### src/rtl/stack_pkg.sv
// Shared definitions for the Forth stack engine: command opcodes and FSM states.
package stack_pkg;

    localparam int unsigned OP_WIDTH = 2;

    // Command opcodes presented on cmd_op
    typedef enum logic [OP_WIDTH-1:0] {
        OP_NOP  = 2'd0,
        OP_PUSH = 2'd1,
        OP_POP  = 2'd2,
        OP_REPL = 2'd3
    } op_e;

    // Controller states: IDLE accepts commands, REFILL waits for the RAM read of the new NOS
    typedef enum logic {
        ST_IDLE   = 1'b0,
        ST_REFILL = 1'b1
    } state_e;

endpackage

### src/rtl/stack_ram_ctrl.sv
// Forth data/return stack engine: TOS/NOS in registers, deeper cells spilled to an
// external single-port synchronous RAM (one-cycle read latency).
// Optional build macro: STACK_CTRL_PEAK_EN adds a peak-depth output.
module stack_ram_ctrl
    import stack_pkg::*;
#(
    parameter int unsigned WIDTH      = 16,
    parameter int unsigned DEPTH      = 512,
    parameter int unsigned ADDR_WIDTH = $clog2(DEPTH),
    parameter int unsigned CNT_WIDTH  = $clog2(DEPTH + 3)
) (
    input  logic                  clk,
    input  logic                  rst_n,
    input  logic                  cmd_valid,
    output logic                  cmd_ready,
    input  logic [OP_WIDTH-1:0]   cmd_op,
    input  logic [WIDTH-1:0]      cmd_data,
    input  logic                  clr_err,
    output logic [WIDTH-1:0]      tos,
    output logic [WIDTH-1:0]      nos,
    output logic [CNT_WIDTH-1:0]  depth,
    output logic                  empty,
    output logic                  full,
    output logic                  overflow,
    output logic                  underflow,
`ifdef STACK_CTRL_PEAK_EN
    output logic [CNT_WIDTH-1:0]  peak,
`endif
    output logic [ADDR_WIDTH-1:0] mem_addr,
    output logic [WIDTH-1:0]      mem_wdata,
    output logic                  mem_write_en,
    input  logic [WIDTH-1:0]      mem_rdata
);

    // sp counts 0..DEPTH inclusive, so it needs one bit more than the RAM address
    localparam int unsigned SP_WIDTH = ADDR_WIDTH + 1;
    localparam logic [CNT_WIDTH-1:0] FULL_CNT = CNT_WIDTH'(DEPTH + 2);
    localparam logic [CNT_WIDTH-1:0] TWO_CNT  = CNT_WIDTH'(2);
    localparam logic [CNT_WIDTH-1:0] THREE_CNT = CNT_WIDTH'(3);

    state_e                 state;
    state_e                 state_next;
    op_e                    op;
    logic [SP_WIDTH-1:0]    sp;
    logic [SP_WIDTH-1:0]    sp_next;
    logic [WIDTH-1:0]       tos_next;
    logic [WIDTH-1:0]       nos_next;
    logic [CNT_WIDTH-1:0]   depth_next;
    logic                   overflow_next;
    logic                   underflow_next;

    assign op        = op_e'(cmd_op);
    assign cmd_ready = (state == ST_IDLE);
    assign empty     = (depth == '0);
    assign full      = (depth == FULL_CNT);

    // State register
    always_ff @(posedge clk) begin
        if (!rst_n) begin
            state <= ST_IDLE;
        end else begin
            state <= state_next;
        end
    end

    // Next-state, datapath next values and RAM strobes
    always_comb begin
        state_next     = state;
        sp_next        = sp;
        tos_next       = tos;
        nos_next       = nos;
        depth_next     = depth;
        overflow_next  = overflow & ~clr_err;
        underflow_next = underflow & ~clr_err;
        mem_addr       = ADDR_WIDTH'(sp);
        mem_wdata      = nos;
        mem_write_en   = 1'b0;

        case (state)
            ST_IDLE: begin
                if (cmd_valid) begin
                    case (op)
                        OP_PUSH: begin
                            if (full) begin
                                overflow_next = 1'b1;
                            end else begin
                                tos_next   = cmd_data;
                                nos_next   = tos;
                                depth_next = depth + CNT_WIDTH'(1);
                                // Old NOS drops into RAM once both registers are occupied
                                if (depth >= TWO_CNT) begin
                                    mem_write_en = 1'b1;
                                    sp_next      = sp + SP_WIDTH'(1);
                                end
                            end
                        end
                        OP_POP: begin
                            if (empty) begin
                                underflow_next = 1'b1;
                            end else begin
                                tos_next   = nos;
                                depth_next = depth - CNT_WIDTH'(1);
                                // A spilled cell becomes the new NOS; fetch it and stall one cycle
                                if (depth >= THREE_CNT) begin
                                    mem_addr   = ADDR_WIDTH'(sp - SP_WIDTH'(1));
                                    sp_next    = sp - SP_WIDTH'(1);
                                    state_next = ST_REFILL;
                                end else begin
                                    nos_next = '0;
                                end
                            end
                        end
                        OP_REPL: begin
                            if (empty) begin
                                underflow_next = 1'b1;
                            end else begin
                                tos_next = cmd_data;
                            end
                        end
                        default: begin
                        end
                    endcase
                end
            end
            ST_REFILL: begin
                nos_next   = mem_rdata;
                state_next = ST_IDLE;
            end
            default: begin
                state_next = ST_IDLE;
            end
        endcase
    end

    // Stack registers, spill pointer and sticky error flags
    always_ff @(posedge clk) begin
        if (!rst_n) begin
            tos       <= '0;
            nos       <= '0;
            depth     <= '0;
            sp        <= '0;
            overflow  <= 1'b0;
            underflow <= 1'b0;
        end else begin
            tos       <= tos_next;
            nos       <= nos_next;
            depth     <= depth_next;
            sp        <= sp_next;
            overflow  <= overflow_next;
            underflow <= underflow_next;
        end
    end

`ifdef STACK_CTRL_PEAK_EN
    // High-water mark of depth, restarted from the current depth by clr_err
    always_ff @(posedge clk) begin
        if (!rst_n) begin
            peak <= '0;
        end else if (clr_err) begin
            peak <= depth;
        end else if (depth > peak) begin
            peak <= depth;
        end
    end
`endif

endmodule

### config.mk
export PLATFORM = sky130hd
export DESIGN_NAME = stack_ram_ctrl
export DESIGN_NICKNAME = d
export VERILOG_FILES = /design/src/rtl/stack_pkg.sv /design/src/rtl/stack_ram_ctrl.sv
export SDC_FILE = /design/constraint.sdc
export NUM_CORES = 1
export LEC_CHECK = 0
export ABC_AREA = 1
export CAP_MARGIN = 20
export CORE_UTILIZATION = 35
export CTS_CLUSTER_SIZE = 10
export DETAILED_ROUTE_END_ITERATION = 7
export DONT_BUFFER_PORTS = 1
export GPL_TIMING_DRIVEN = 0
export PLACE_DENSITY = 0.52
export SYNTH_ARGS = -nofsm -noshare
export SYNTH_HDL_FRONTEND = slang
export SYNTH_SLANG_ARGS = --single-unit
### constraint.sdc
create_clock -name clk -period 3.1 [get_ports clk]
set_clock_uncertainty 0.05 [all_clocks]
set_input_delay 0.465 -clock clk [delete_from_list [all_inputs] [get_ports clk]]
set_output_delay 0.465 -clock clk [all_outputs]
set_load 0.05 [all_outputs]
==> results by group <==
Run status
  • Result of the run: finished clean

Power
  • Leak Pwr: 0.00187 uW
  • Power density normalized to cell area: 503 nW/um2
  • Peak supply drop: 0.245 mV

Cells and area
  • Count of non-filler cells in the finished layout: 716
  • Most frequent cells in the layout: sky130_fd_sc_hd__nand2_1, sky130_fd_sc_hd__nor2_1, sky130_fd_sc_hd__nand3_1
  • Number of diodes: 0
  • Total Nets Final: 628
  • Fraction of layout cells with a size suffix above 1: 14.7%
  • FILL cells: 1172
  • Area growth, synth to finish: 9.13%
  • Final design utilization: 39.3%
  • Commonest non-fill, non-tap cell in the layout: sky130_fd_sc_hd__nand2_1

Clock tree
  • Clock root buffer master: sky130_fd_sc_hd__clkbuf_8
  • Clock tree from TritonCTS: yes
  • Clock-pin transition on the worst setup and hold timing paths: 0.10 ns
  • H-tree depth: 2
  • Clock latency on the worst-skew pair: 0.31 ns
  • Hold-fix buffers, CTS: 0
  • TritonCTS sink count: 54
  • Setup fix buffers added after clock tree synthesis: 0
  • Buffer depth of the longest clock path: 2
  • Num CTS Buffers: 5

Timing
  • Shortest period the worst path allows: 2.90 ns
  • PnR worst setup slack: 0.201 ns
  • Final total negative setup slack: 0 ns
  • Worst-margin pin slew: 1.03 ns
  • Hold violation count in the final report: 0
  • Setup repair after global routing missed its margin: no
  • Max-slew violation total from the final report: 0
  • Setup-failing EPs final: 0
  • Headroom to the max-slew limit: 31.5%
  • Max Freq: 345 MHz
  • Final worst path period share: 93.5%
  • Post-route worst hold slack: 0.225 ns

Routing
  • Overall via count from detail_route: 3520
  • Iteration-0 DRC Markers: 121
  • Detailed-route DRC error count: 0
  • Per-cell via count in the routed design: 4.92
  • Initial DRT Pass Iterations: 4
  • Wire length per cell: 14.5 um
  • Wire length reported by the detailed router: 10.4 mm
  • Post-DRT Antenna Nets: 0

Floorplanning
  • Effective utilization at floorplan: 36.0%
  • CORE AREA: 10300 um2
  • I/O pin count: 111
  • Number of core rows: 37
  • Width of the die: 105 um
  • Die outline area: 11000 um2
  • Height of the die: 105 um

Global routing
  • Via count of the first global-routing pass: 3355
  • Number of antenna violations at the first check in global routing: 0
  • Wire length of the first global-routing pass: 16.7 mm
  • Leftover overflow at the end of global routing: 0
  • Pin count of the biggest net entering global routing: 18
  • All-layer global routing usage: 19.1%

Synth
  • Leading register cell type out of synthesis: sky130_fd_sc_hd__dfxtp_1
  • Count of warnings emitted by yosys: 0
  • Number of synthesized flops with an enable pin: 0
  • Flops & latches, synth: 54
  • Sequential area share after synthesis: 29.2%
  • Share of Yosys cell area claimed by the top area cell type: 29.2%
  • Asr flop ratio synth: 0%
  • Count of distinct cell types in the synthesized netlist: 33
  • Library cell occupying the most area in the post-synthesis netlist: sky130_fd_sc_hd__dfxtp_1
  • Total standard cell area after synthesis: 3700 um2
  • Cells after synthesis: 572
  • Leading post-synthesis cells by cell area: sky130_fd_sc_hd__dfxtp_1, sky130_fd_sc_hd__nand2_1, sky130_fd_sc_hd__nand3_1
  • Syn Area/Cell: 6.47 um2
  • Post-Syn Nets: 621

Critical path
  • Reg2Reg Setup Slack: 0.84 ns
  • Setup crit start: cmd_op[0]
  • Category of the worst setup path capture point: output pin
  • Required time at the worst-slack endpoint: 2.58 ns
  • Length in cells of the worst reg-to-reg path: 8
  • Crit path kind: in2out
  • Top fanout value on the critical path: 17
  • Launching point of the worst reg2reg path: depth[0]
  • Kind of start point of the critical path: primary input
  • Arrival time at the worst endpoint: 2.38 ns
  • Worst reg2reg endpoint: depth[6]

Worst hold path
  • Worst min-delay path endpoint: depth[1]
  • Number of stages on the worst hold path: 2
  • Min-delay worst type: in2reg
  • Min-delay src: rst_n

Placed design
  • Routability Congestion: 0.833
  • Number of port buffers: 0
  • Total half-perimeter wirelength after legalization and detailed placement: 7.82 mm
  • Count of placed standard cells including taps: 708
  • Worst setup slack after placement: -0.0786 ns

Job
  • Maximum Capacitance Violations: 0
repair_timing:
action,CTS,global route
resized for setup,11,7
cloned,0,0
setup endpoints to repair,10,8
pin swaps,0,0
sequential cells by signal (all words and copies together) (netlist names):
name and flops:
depth 10, underflow 1, sp 9, mem_wdata 16, tos 16, overflow 1
state 1
area by class of cell:
type | instances | area [um2] | area share, %
Buffer | 43 | 277 | 6.85
Clock buffer | 6 | 82.6 | 2.05
Clock inverter | 2 | 16.3 | 0.403
Inverter | 51 | 191 | 4.74
Multi-Input combinational cell | 424 | 2210 | 54.6
Sequential cell | 54 | 1090 | 27.1
Tap cell | 136 | 170 | 4.22
through the flow:
stage               power (uW)  instance area [um2]
floorplan                 1480                 3700
global placement          1590                 3870
detailed placement        1590                 3870
CTS                       2050                 4030
global route              2150                 4040
finish                    2030                 4040
per-layer routing:
layer / vias to the layer above / share of wire (%) / track usage (%)
met4: 0 / 0.59 / 4.43
met2: 93 / 47 / 31.6
li1: 1816 / - / -
met1: 1605 / 45 / 24.6
met5: - / 0 / 0
met3: 6 / 7.3 / 5.55
critical path, cell delays in order:
cell                      delay (ns)
sky130_fd_sc_hd__inv_1          0.08
sky130_fd_sc_hd__nand2_2        0.08
sky130_fd_sc_hd__inv_2          0.16
sky130_fd_sc_hd__buf_1          0.76
sky130_fd_sc_hd__nand4_1        0.26
sky130_fd_sc_hd__xor2_2         0.58
worst max path at each step:
stage / to / slack [ns]
after floorplan: mem_addr[1] / 0.25
after global placement: mem_addr[1] / -0.08
after detailed placement: mem_addr[2] / -0.08
after CTS: mem_addr[1] / 0.006
after global routing: mem_addr[6] / 0.02
final: mem_addr[2] / 0.20
cell families (layout without fill, tap and decap cells):
| kind of cell | Yosys count | after routing | synth area share, % |
|---|---|---|---|
| and+or+nand+nor | 305 | 305 | 36.0 |
| buffers and inverters | 94 | 102 | 12.7 |
| xor gates and xnor gates | 22 | 22 | 5.21 |
| DFF | 54 | 54 | 29.2 |
| AOI/OAI and AO/OA | 86 | 86 | 13.0 |
| adders and majority gates | 11 | 11 | 3.92 |
synth_stat cells, types with 3 or more instances:
library cell	count
sky130_fd_sc_hd__a21oi_1	40
sky130_fd_sc_hd__buf_6	5
sky130_fd_sc_hd__inv_1	47
sky130_fd_sc_hd__buf_4	17
sky130_fd_sc_hd__inv_2	4
sky130_fd_sc_hd__nand4_1	3
sky130_fd_sc_hd__clkbuf_1	15
sky130_fd_sc_hd__a21oi_2	5
sky130_fd_sc_hd__nand2_2	4
sky130_fd_sc_hd__dfxtp_1	54
sky130_fd_sc_hd__ha_1	10
sky130_fd_sc_hd__xor2_1	20
sky130_fd_sc_hd__buf_2	3
sky130_fd_sc_hd__nand2_1	157
sky130_fd_sc_hd__o21ai_0	32
sky130_fd_sc_hd__nor3_1	3
sky130_fd_sc_hd__o31ai_1	4
sky130_fd_sc_hd__nand3_2	6
sky130_fd_sc_hd__nor2_2	9
sky130_fd_sc_hd__nor2_1	60
sky130_fd_sc_hd__nand3_1	59
report_power, final:
part           switching, uW  internal, uW
Clock                    260           185
Combinational            434           181
Sequential               220           748
Total                    914          1110
Power figures use the tool's default switching activity.
==> RTL edit 1: new RTL, same settings <==
Change the parameter `WIDTH` from 16 to 20.
--- a/src/rtl/stack_ram_ctrl.sv
+++ b/src/rtl/stack_ram_ctrl.sv
@@ -6,3 +6,3 @@
 #(
-    parameter int unsigned WIDTH      = 16,
+    parameter int unsigned WIDTH      = 20,
     parameter int unsigned DEPTH      = 512,
Ports: changed (5 resized); port bits go from 111 to 131. The function was not compared with the original's and may differ.
==> RTL edit 1 against the original RTL <==
Setup slack worse by 78 ps; power up 49%; highest routed layer unchanged; non-clock buffer count up 10; cell area up 21%; synthesized cell count up 17%; global-route usage up 1.3 points; wire length up 21%; synthesized area up 16%; worst hold slack better by 17 ps; count of clock-buffer cells in the layout up 5; sequential cell count up 8.
==> RTL edit 1: results (changes against the original RTL) <==
stage,metric,value,unit,change
synthesis,syn avg cell area,6.43,um^2,was 6.47 um^2
cts,post_cts resized,7,,was 11
sta,hold slack final,241,ps,was 225 ps
power,Leak,0.00231,uW,was 0.00187 uW
cts,clk root buf,clkbuf_16,,was clkbuf_8
sta,Least-Margin Pin Slew,1070,ps,was 1030 ps
routing,final wirelength,12.6,mm,was 10.4 mm
finish,num sequential,62,,was 54
finish,clock tree cell share of total cell area,0.0636,,was 0.0245
routing,DR vias,4131,,"was 3,520"
worst_setup_path,Worst Path Arrival,2460,ps,was 2380 ps
placement,DPL Wire Length,9.02,mm,was 7.82 mm
finish,combined area of the multi-input logic cells,2570,um^2,was 2210 um^2
cts,"Clk Latency, worst-skew pair",340,ps,was 310 ps
cts,H-Tree Depth,3,,was 2
synthesis,Syn Inst Count,667,,was 572
power,clock power share,0.350,,was 0.219
finish,Fill cells,1316,,"was 1,172"
finish,Non-clk bufs,53,,was 43
outcome,status,completed,,unchanged
placement,Placer Congestion,0.843,,was 0.833
worst_setup_path,Critical Path Max Stage Delay,810,ps,was 760 ps
worst_setup_path,R2R Setup Slk,570,ps,was 840 ps
routing,initial DRC count,216,,was 121
grt,first-pass GRT wire length,19.8,mm,was 16.7 mm
cts,Worst-path clk slew,50,ps,was 100 ps
finish,fraction of area in registers,0.255,,was 0.271
finish,share of cells above drive strength 1,0.189,,was 0.147
finish,final net count,735,,was 628
placement,"Cell Area, Placed",4470,um^2,was 3870 um^2
power,Peak supply drop,223,uV,was 245 uV
synthesis,post-synthesis compound-gate area fraction,0.115,,was 0.130
synthesis,post-synthesis adder-cell area fraction,0.0338,,was 0.0392
finish,NonClk Buf Share,0.0713,,was 0.0685
synthesis,yosys warns,0,,unchanged
worst_setup_path,Worst path slowest cell,xor2_1,,was buf_1
hold_path,Hold Crit Start,cmd_op[1],,was rst_n
finish,multi-input gates,494,,was 424
worst_setup_path,largest delay contributor family on the critical path,XOR/XNOR gates,,was buffers and inverters
power,combinational power share,0.255,,was 0.303
grt,gr usage total,0.204,,was 0.191
finish,post-route insts no fill,830,,was 716
worst_setup_path,CP Max Fanout,6,,was 17
finish,clkbuf count,11,,was 6
synthesis,Synth cell types,33,,unchanged
synthesis,most frequent cells after synthesis,"nand2_1, nor2_1, nand3_1",,unchanged
grt,number of global-route vias before repair,3820,,"was 3,355"
placement,Placement Setup Slack,214,ps,was -78.6 ps
synthesis,syn nets,724,,was 621
cts,CTS buffer count,9,,was 5
hold_path,Hold EP,underflow,,was depth[1]
power,total power,3030,uW,was 2030 uW
worst_setup_path,RR Startpoint,depth[0],,unchanged
placement,placed insts,814,,was 708
synthesis,sequential share of the synthesized area,0.289,,was 0.292
RTL edit 1: cell types whose count changed after synthesis, moves of 6 or more:
cell,before,now
nor2_1,60,93
a21oi_1,40,20
o21ai_0,32,52
nor2_2,9,21
nand2_2,4,13
dfxtp_1,54,62
nand2_1,157,165
clkbuf_1,15,9
RTL edit 1: worst max path at each step:
stage                   from          end  slack (ps)  cells past startpoint
floorplan           depth[6]  mem_addr[1]         280                      6
global placement    depth[6]  mem_addr[1]         -40                      6
detailed placement  depth[6]  mem_addr[3]         210                      7
CTS                 depth[4]  mem_addr[3]          20                      7
global route        depth[9]  mem_addr[7]           3                      6
finish              depth[9]  mem_addr[7]         120                      6
RTL edit 1: layer usage:
metal	vias up	routed length, um	global-route usage
met1	1897	5770	0.253
met4	0	306	0.108
met3	15	882	0.0541
met2	119	5600	0.324
li1	2100	-	-
met5	-	0	0
==> RTL edit 2: new RTL, same settings <==
Without the edit above. Remove the case item `OP_PUSH` of the case on `op`.
--- a/src/rtl/stack_ram_ctrl.sv
+++ b/src/rtl/stack_ram_ctrl.sv
@@ -82,16 +82,2 @@
                     case (op)
-                        OP_PUSH: begin
-                            if (full) begin
-                                overflow_next = 1'b1;
-                            end else begin
-                                tos_next   = cmd_data;
-                                nos_next   = tos;
-                                depth_next = depth + CNT_WIDTH'(1);
-                                // Old NOS drops into RAM once both registers are occupied
-                                if (depth >= TWO_CNT) begin
-                                    mem_write_en = 1'b1;
-                                    sp_next      = sp + SP_WIDTH'(1);
-                                end
-                            end
-                        end
                         OP_POP: begin
Behaviour: not the same (a bounded check fails within 4 cycles, from zero or initial values and one cycle with rst_n low).
==> RTL edit 2 against the original RTL <==
Setup slack got worse by 79 ps; critical endpoint is now mem_addr[4]; first-iteration DRC count shrank 40%; wire length is 33% lower; non-clock buffer count down 14; cell area down 20%; sequential share of layout area rose by 6.6 points; synthesized area down 19%; count of clock-buffer cells in the layout shrank 1; register-to-register slack better by 110 ps; sequential cell count did not move.
Power is not compared: it rests on default switching activity, and its combinational part moved more than twofold at a synthesized area within 25%.
==> RTL edit 2: results (changes against the original RTL) <==
stage,metric,value,unit,change
outcome,status,completed,,unchanged
placement,Placer Congestion,0.778,,was 0.833
worst_setup_path,R2R Setup Slk,950,ps,was 840 ps
placement,Placement Setup Slack,186,ps,was -78.6 ps
synthesis,ys async rst share,0,,unchanged
sta,Least-Margin Pin Slew,882,ps,was 1030 ps
worst_setup_path,Worst Path Arrival,2460,ps,was 2380 ps
worst_setup_path,Worst path slowest cell,dfxtp_2,,was buf_1
finish,final net count,415,,was 628
grt,number of global-route vias before repair,2255,,"was 3,355"
worst_setup_path,CP Max Fanout,10,,was 17
routing,wire per inst,14.5,um,about the same
sta,max frequency,336,MHz,was 345 MHz
routing,drt pass-1 iters,4,,unchanged
cts,clk root buf,clkbuf_8,,unchanged
synthesis,most frequent cells after synthesis,"nand2_1, dfxtp_1, nor2_1",,"was nand2_1, nor2_1, nand3_1"
placement,placed insts,470,,was 708
worst_setup_path,Critical Path Max Stage Delay,440,ps,was 760 ps
routing,final wirelength,6.93,mm,was 10.4 mm
placement,DPL Wire Length,5.15,mm,was 7.82 mm
synthesis,syn nets,408,,was 621
synthesis,Syn Inst Count,365,,was 572
finish,share of cells above drive strength 1,0.295,,was 0.147
synthesis,synth top area cells,"dfxtp_1, nand2_1, mux2_2",,"was dfxtp_1, nand2_1, nand3_1"
grt,first-pass GRT wire length,11.0,mm,was 16.7 mm
grt,gr usage total,0.158,,was 0.191
routing,Vias/cell,4.79,,was 4.92
synthesis,sequential share of the synthesized area,0.362,,was 0.292
finish,Fill cells,862,,"was 1,172"
synthesis,Synth cell types,34,,was 33
RTL edit 2: critical path, delay by kind of cell, from the launching register on:
kind                       cells  cell delay (ps)
adders and majority gates      1              210
buffers and inverters          2              410
and+or+nand+nor                6             1070
DFF                            1              440
RTL edit 2: area by class of cell:
class / instances / area (um^2) / share of cell area
clock buffer: 5 / 68.8 / 0.0214
multi-input combinational: 261 / 1620 / 0.505
inverter: 21 / 78.8 / 0.0245
buffer: 29 / 208 / 0.0646
sequential: 54 / 1080 / 0.337
tap: 105 / 131 / 0.0409
clock inverter: 3 / 21.3 / 0.00662
RTL edit 2: cell families (layout without fill, tap and decap cells):
kind of cell	count (synthesis)	after routing	synth area share
simple gates	169	169	0.300
xor+xnor	10	10	0.0293
buf+inv	50	58	0.0960
other cells	1	1	0.00126
fa+ha+maj	5	5	0.0210
compound gates	60	60	0.130
flops	54	54	0.362
mux	16	16	0.0604
RTL edit 2: what timing repair did:
| action | in CTS | in global routing |
|---|---|---|
| hold endpoints to repair | 0 | 0 |
| gates resized for setup | 2 | 0 |
| setup endpoints to repair | 9 | 0 |
RTL edit 2: per-layer routing:
layer | global-route usage | wire length (um)
met1 | 0.198 | 3140
met2 | 0.263 | 3230
met3 | 0.0467 | 486
met4 | 0.0462 | 77
met5 | 0 | 0
RTL edit 2: through the flow:
step           cell area [um^2]  hold slack (ps)  power (uW)
3_5_place_dp               3120              428        2890
2_1_floorplan              2990              417        2600
4_1_cts                    3210              231        3300
5_1_grt                    3210              232        3510
3_3_place_gp               3120              425        2870
6_report                   3210              241        3260
RTL edit 2: worst paths after layout:
| path | cells past startpoint | from | endpoint |
|---|---|---|---|
| max | 9 | depth[0] | mem_addr[4] |
| min | 2 | mem_rdata[4] | mem_wdata[4] |
| max reg2reg | 9 | depth[0] | sp[1] |
| min reg2reg | 2 | sp[6] | sp[6] |
RTL edit 2: power by group:
part / switching, uW / total [uW] / internal, uW
Sequential: 346 / 1130 / 780
Combinational: 1180 / 1720 / 540
Clock: 248 / 408 / 160
Total: 1780 / 3260 / 1480
